--- config.mk ---
export PLATFORM = sky130hd
export DESIGN_NAME = posit_stft_framer
export DESIGN_NICKNAME = d
export VERILOG_FILES = /design/src/rtl/posit_stft_framer.sv
export SDC_FILE = /design/constraint.sdc
export NUM_CORES = 1
export LEC_CHECK = 0
export CAP_MARGIN = 25
export CELL_PAD_IN_SITES_DETAIL_PLACEMENT = 0
export CELL_PAD_IN_SITES_GLOBAL_PLACEMENT = 1
export CORE_MARGIN = 3
export CORE_UTILIZATION = 34
export DETAILED_ROUTE_END_ITERATION = 12
export HOLD_SLACK_MARGIN = 0.05
export PLACE_DENSITY = 0.78
export SLEW_MARGIN = 20
export SYNTH_ARGS = -nofsm -noshare
export SYNTH_HDL_FRONTEND = slang
export SYNTH_SLANG_ARGS = --single-unit
--- constraint.sdc ---
create_clock -name clk -period 1.5 [get_ports clk]
set_input_delay 0.225 -clock clk [delete_from_list [all_inputs] [get_ports clk]]
set_output_delay 0.225 -clock clk [all_outputs]
set_load 0.01 [all_outputs]
--- src/rtl/posit_stft_framer.sv ---
// Collects complex samples into 4-sample frames for a 4-point FFT with valid/ready on both sides.
// Define STFT_OVERLAP_EN for 50% overlap (hop 2); the default build uses disjoint frames (hop 4).
module posit_stft_framer #(
  parameter int DATA_W = 32,
  parameter int CNT_W  = 16
) (
  input  logic              clk,
  input  logic              rst_n,
  input  logic              flush,
  input  logic              s_valid,
  output logic              s_ready,
  input  logic [DATA_W-1:0] s_re,
  input  logic [DATA_W-1:0] s_im,
  output logic              frame_valid,
  input  logic              frame_ready,
  output logic [DATA_W-1:0] re_x0,
  output logic [DATA_W-1:0] re_x1,
  output logic [DATA_W-1:0] re_x2,
  output logic [DATA_W-1:0] re_x3,
  output logic [DATA_W-1:0] im_x0,
  output logic [DATA_W-1:0] im_x1,
  output logic [DATA_W-1:0] im_x2,
  output logic [DATA_W-1:0] im_x3,
  output logic [CNT_W-1:0]  frame_count
);

  typedef enum logic {FILL, HOLD} state_t;

  state_t            r_state;
  logic [2:0]        r_count;
  logic [DATA_W-1:0] r_re [4];
  logic [DATA_W-1:0] r_im [4];
  logic              r_frame_valid;
  logic              r_s_ready;
  logic [CNT_W-1:0]  r_frame_count;

  logic w_s_acc;
  logic w_f_acc;

  assign w_s_acc = s_valid & r_s_ready;
  assign w_f_acc = r_frame_valid & frame_ready;

  // Handshake flags are kept as registers so they are never both high.
  always_ff @(posedge clk or negedge rst_n) begin
    if (!rst_n) begin
      r_state       <= FILL;
      r_count       <= 3'd0;
      r_frame_valid <= 1'b0;
      r_s_ready     <= 1'b1;
      r_frame_count <= '0;
      for (int i = 0; i < 4; i++) begin
        r_re[i] <= '0;
        r_im[i] <= '0;
      end
    end else if (flush) begin
      r_state       <= FILL;
      r_count       <= 3'd0;
      r_frame_valid <= 1'b0;
      r_s_ready     <= 1'b1;
      r_frame_count <= '0;
    end else begin
      case (r_state)
        FILL: begin
          if (w_s_acc) begin
            r_re[r_count[1:0]] <= s_re;
            r_im[r_count[1:0]] <= s_im;
            if (r_count == 3'd3) begin
              r_state       <= HOLD;
              r_count       <= 3'd4;
              r_frame_valid <= 1'b1;
              r_s_ready     <= 1'b0;
            end else begin
              r_count <= r_count + 3'd1;
            end
          end
        end
        HOLD: begin
          if (w_f_acc) begin
            r_state       <= FILL;
            r_frame_valid <= 1'b0;
            r_s_ready     <= 1'b1;
            r_frame_count <= r_frame_count + 1'b1;
`ifdef STFT_OVERLAP_EN
            // Newest half of the frame becomes the oldest half of the next one.
            r_re[0] <= r_re[2];
            r_re[1] <= r_re[3];
            r_im[0] <= r_im[2];
            r_im[1] <= r_im[3];
            r_count <= 3'd2;
`else
            r_count <= 3'd0;
`endif
          end
        end
      endcase
    end
  end

  assign s_ready     = r_s_ready;
  assign frame_valid = r_frame_valid;
  assign frame_count = r_frame_count;
  assign re_x0 = r_re[0];
  assign re_x1 = r_re[1];
  assign re_x2 = r_re[2];
  assign re_x3 = r_re[3];
  assign im_x0 = r_im[0];
  assign im_x1 = r_im[1];
  assign im_x2 = r_im[2];
  assign im_x3 = r_im[3];

endmodule

==> metrics.md <==
| Metric | Value |
|---|---|
| Vias | `7080` |
| DR iter-0 viols | `160` |
| Antenna violations before repair | `0` |
| CTS Buf Count | `30` |
| Worst hold-check path type | `primary input to async pin` |
| NumNets Final | `1159` |
| Setup TNS | `-47350 ps` |
| Register bit total from synthesis | `278` |
| Multiplexer area fraction after synthesis | `0.272` |
| Root Driver | `clkbuf_16` |
| Internal power | `22.1 mW` |
| Placement Rows | `63` |
| Crit share post-route | `1.15` |
| Max clock buf depth | `3` |
| Clk network pwr share | `0.220` |
| Clock Pin Slew Worst Setup and Hold Paths | `60 ps` |
| Hold Slack | `222 ps` |
| CTS Sinks | `278` |
| # diodes | `0` |
| Post-synth top area share | `0.655` |
| GRT Resource Usage Total | `0.170` |
| Avg WL per Cell | `19.7 µm` |
| Fmax | `581 MHz` |
| Initial core utilization | `0.351` |
| Post-synth EDFFs | `0` |
| Crit path kind | `flop to flop` |
| IO Count | `343` |
| Sw Ratio | `0.302` |
| RSZ-0062 raised after global routing | `yes` |
| Die area | `33300 µm²` |
| Gr ovfl total | `0` |
| First-pass GRT wire length | `44900 µm` |
| Insertion delay to the later sink of the worst-skew pair | `540 ps` |
| CP Capture Type | `flop` |
| Max_cap viols | `0` |
| Crit path max fanout | `13` |
| Overall Power | `31.7 mW` |
| Outcome | `complete, but fails checks` |
| Routed vias/inst | `4.75` |
| Multi-input logic area | `3590 µm²` |
| Core region area | `30200 µm²` |
| Synthesis Warnings | `0` |
| Sequential area share after synthesis | `0.657` |
| Crit-path slowest cell | `dfstp_2` |
| Core Util, Final | `0.544` |
| Leakage | `8.88 nW` |
| Mapped Nets | `729` |
| Pin count of the biggest net entering global routing | `62` |
| Max_slew headroom | `0.615` |
| TritonCTS clock tree | `done` |
| Final Max Tran Viols | `0` |
| Layout cells sized above 1 | `0.380` |
| Failing checks | `setup timing` |
| Worst-Margin Slew | `578 ps` |
| CP peak stage delay | `550 ps` |
| Comb pwr share | `0.382` |
| Post-synthesis simple-gate area fraction | `0.0299` |
| Final min period | `1720 ps` |
| Die width | `182 µm` |
| Final wirelength | `29400 µm` |
| Final hold vios | `0` |
| GP Congestion | `0.735` |
| Req. time, crit path | `1920 ps` |
| Reg area | `6970 µm²` |
| Fraction of registers with async set/reset | `1.00` |
| Final WS setup | `-220 ps` |
| Mapped cell area | `10600 µm²` |
| Antenna viol nets, final | `0` |
| Mean post-synth cell area | `16.2 µm²` |
| Final HPWL DP | `19900 µm` |
| Max IR drop VDD | `0.00105 V` |
| Number of global-route vias before repair | `7516` |
| Synth Area in Compound Gates | `0.0118` |
| Most used DFF post-synth | `dfrtp_1` |
| Synth Instances | `654` |
| Reg power frac | `0.398` |
| Worst path most repeated cell | `buf_12` |
| Floorplan die height | `182 µm` |
| Top cells by area, synth | `dfrtp_1 (65%), mux2_2 (27%), buf_2 (1.3%), xor2_1 (0.74%), ha_1 (0.71%)` |
| Clk_skew | `9.47 ps` |
| Port buffer count | `342` |
| Pwr dens | `1930 nW/µm²` |
| Critical-path cell list | `nand2_4, nor3_4, buf_12, nand2_8, buf_12, mux2_2` |
| Post-synthesis xor/xnor area fraction | `0.00744` |
| Net Sw Power | `9.59 mW` |
| Remaining DRCs | `0` |
| Post-synthesis adder-cell area fraction | `0.00709` |
| Cell taking the most area after synthesis | `dfrtp_1` |
| Fillers | `2521` |
| Main combinational cell family by area after synthesis | `multiplexers` |
| Worst setup SP type | `flop` |
| Area added between synthesis and finish | `55.1%` |
| Data arrival time at the worst-slack endpoint | `2140 ps` |
| Final setup violation count | `259` |
| Post-synthesis cell type count | `30` |
| First-pass DRT Iterations | `4` |
| H-tree depth | `1` |
-- worst max-delay path: cells and delay by family (launching register included) --
kind / cells / cell delay (ps)
simple gates: 3 / 400
buf+inv: 2 / 370
flops: 1 / 550
mux: 1 / 270
-- synthesized netlist by cell type (2+ instances only) --
cell,instances
dfrtp_1,277
buf_2,27
or3_1,3
nor3_1,2
nor2_1,12
and4_4,2
mux2_2,256
nand4_1,7
xor2_1,9
a31oi_1,2
or4_1,4
o31ai_1,3
a21oi_1,6
o21ai_0,7
nand2_2,5
nand3_1,5
ha_1,6
inv_1,4
nand2_1,6
-- power by group through the flow --
stage	combinational (mW)	sequential (mW)	clock, mW
after floorplan	3.36	14.4	0
after global placement	13.7	12.7	0
after detailed placement	13.8	12.9	0
after CTS	12.6	12.7	7.20
after global routing	12.9	13.1	7.55
final	12.1	12.6	6.98
-- layout by cell type, fill, tap and decap left out, types with 6 or more instances in the layout --
master           count
dfrtp_1            271
mux2_2             256
dlygate4sd2_1      126
dlymetal6s2s_1     110
clkdlybuf4s50_1     67
buf_4               58
clkbuf_16           32
clkdlybuf4s15_1     27
buf_12              13
nor2_1              12
clkbuf_1            10
buf_2               10
xor2_1               9
nand4_1              7
buf_6                6
dfrtp_2              6
-- registers in the layout, indices dropped and copies added (netlist names), 16 cells and up --
| name | count |
|---|---|
| frame_count | 16 |
| im_x0 | 32 |
| im_x1 | 32 |
| im_x2 | 32 |
| im_x3 | 32 |
| re_x0 | 32 |
| re_x1 | 32 |
| re_x2 | 32 |
| re_x3 | 32 |
-- layer usage --
metal / global-route usage / up-vias / part of all wire
li1: - / 3220 / -
met1: 0.219 / 3564 / 0.42
met2: 0.280 / 245 / 0.47
met3: 0.0516 / 51 / 0.079
met4: 0.0454 / 0 / 0.029
met5: 0 / - / 0
-- area by class of cell --
cell class,count,area share
flip-flops and latches,278,0.424
repair buffers,426,0.270
clock inverters,4,0.00274
inverters,4,0.000914
well taps,390,0.0297
clock buffers,46,0.0537
multi-input cells,344,0.219
-- through the flow --
| stage | setup slack [ps] | std cells | area, µm² |
|---|---|---|---|
| after global routing | -291 | 1492 | 16400 |
| after floorplan | -110 | 654 | 10700 |
| after detailed placement | -587 | 1412 | 15000 |
| after CTS | -222 | 1477 | 15900 |
| after global placement | -535 | 1412 | 15000 |
| final | -220 | 1492 | 16400 |
-- cells by family after synthesis --
kind of cell    count (synthesis)
compound gates                 20
mux                           256
fa+ha+maj                       6
buf+inv                        32
xor+xnor                        9
simple gates                   53
flops                         278
-- final timing paths --
kind                            from               to  slack [ps]  depth (start not counted)
setup / recovery             s_ready        re_x1[17]        -220                          6
setup reg to reg             s_ready        re_x1[17]        -220                          6
max in group asynchronous      rst_n  frame_count[12]         580                          3
hold / removal                 rst_n        im_x3[28]         220                          2
min in group clk             s_re[7]         re_x3[7]         380                          2
hold reg to reg            re_x0[14]        re_x0[14]         500                          1
-- timing repair --
action                                 4_1_cts  5_1_grt
buffers inserted                            10       13
gates resized for setup                    213      156
setup endpoints to repair                  535      402
cloned                                       4        2
pin swaps                                    1       11
endpoints found under the hold margin       56        0
hold buffers                                 1        0
Power figures use the tool's default switching activity.
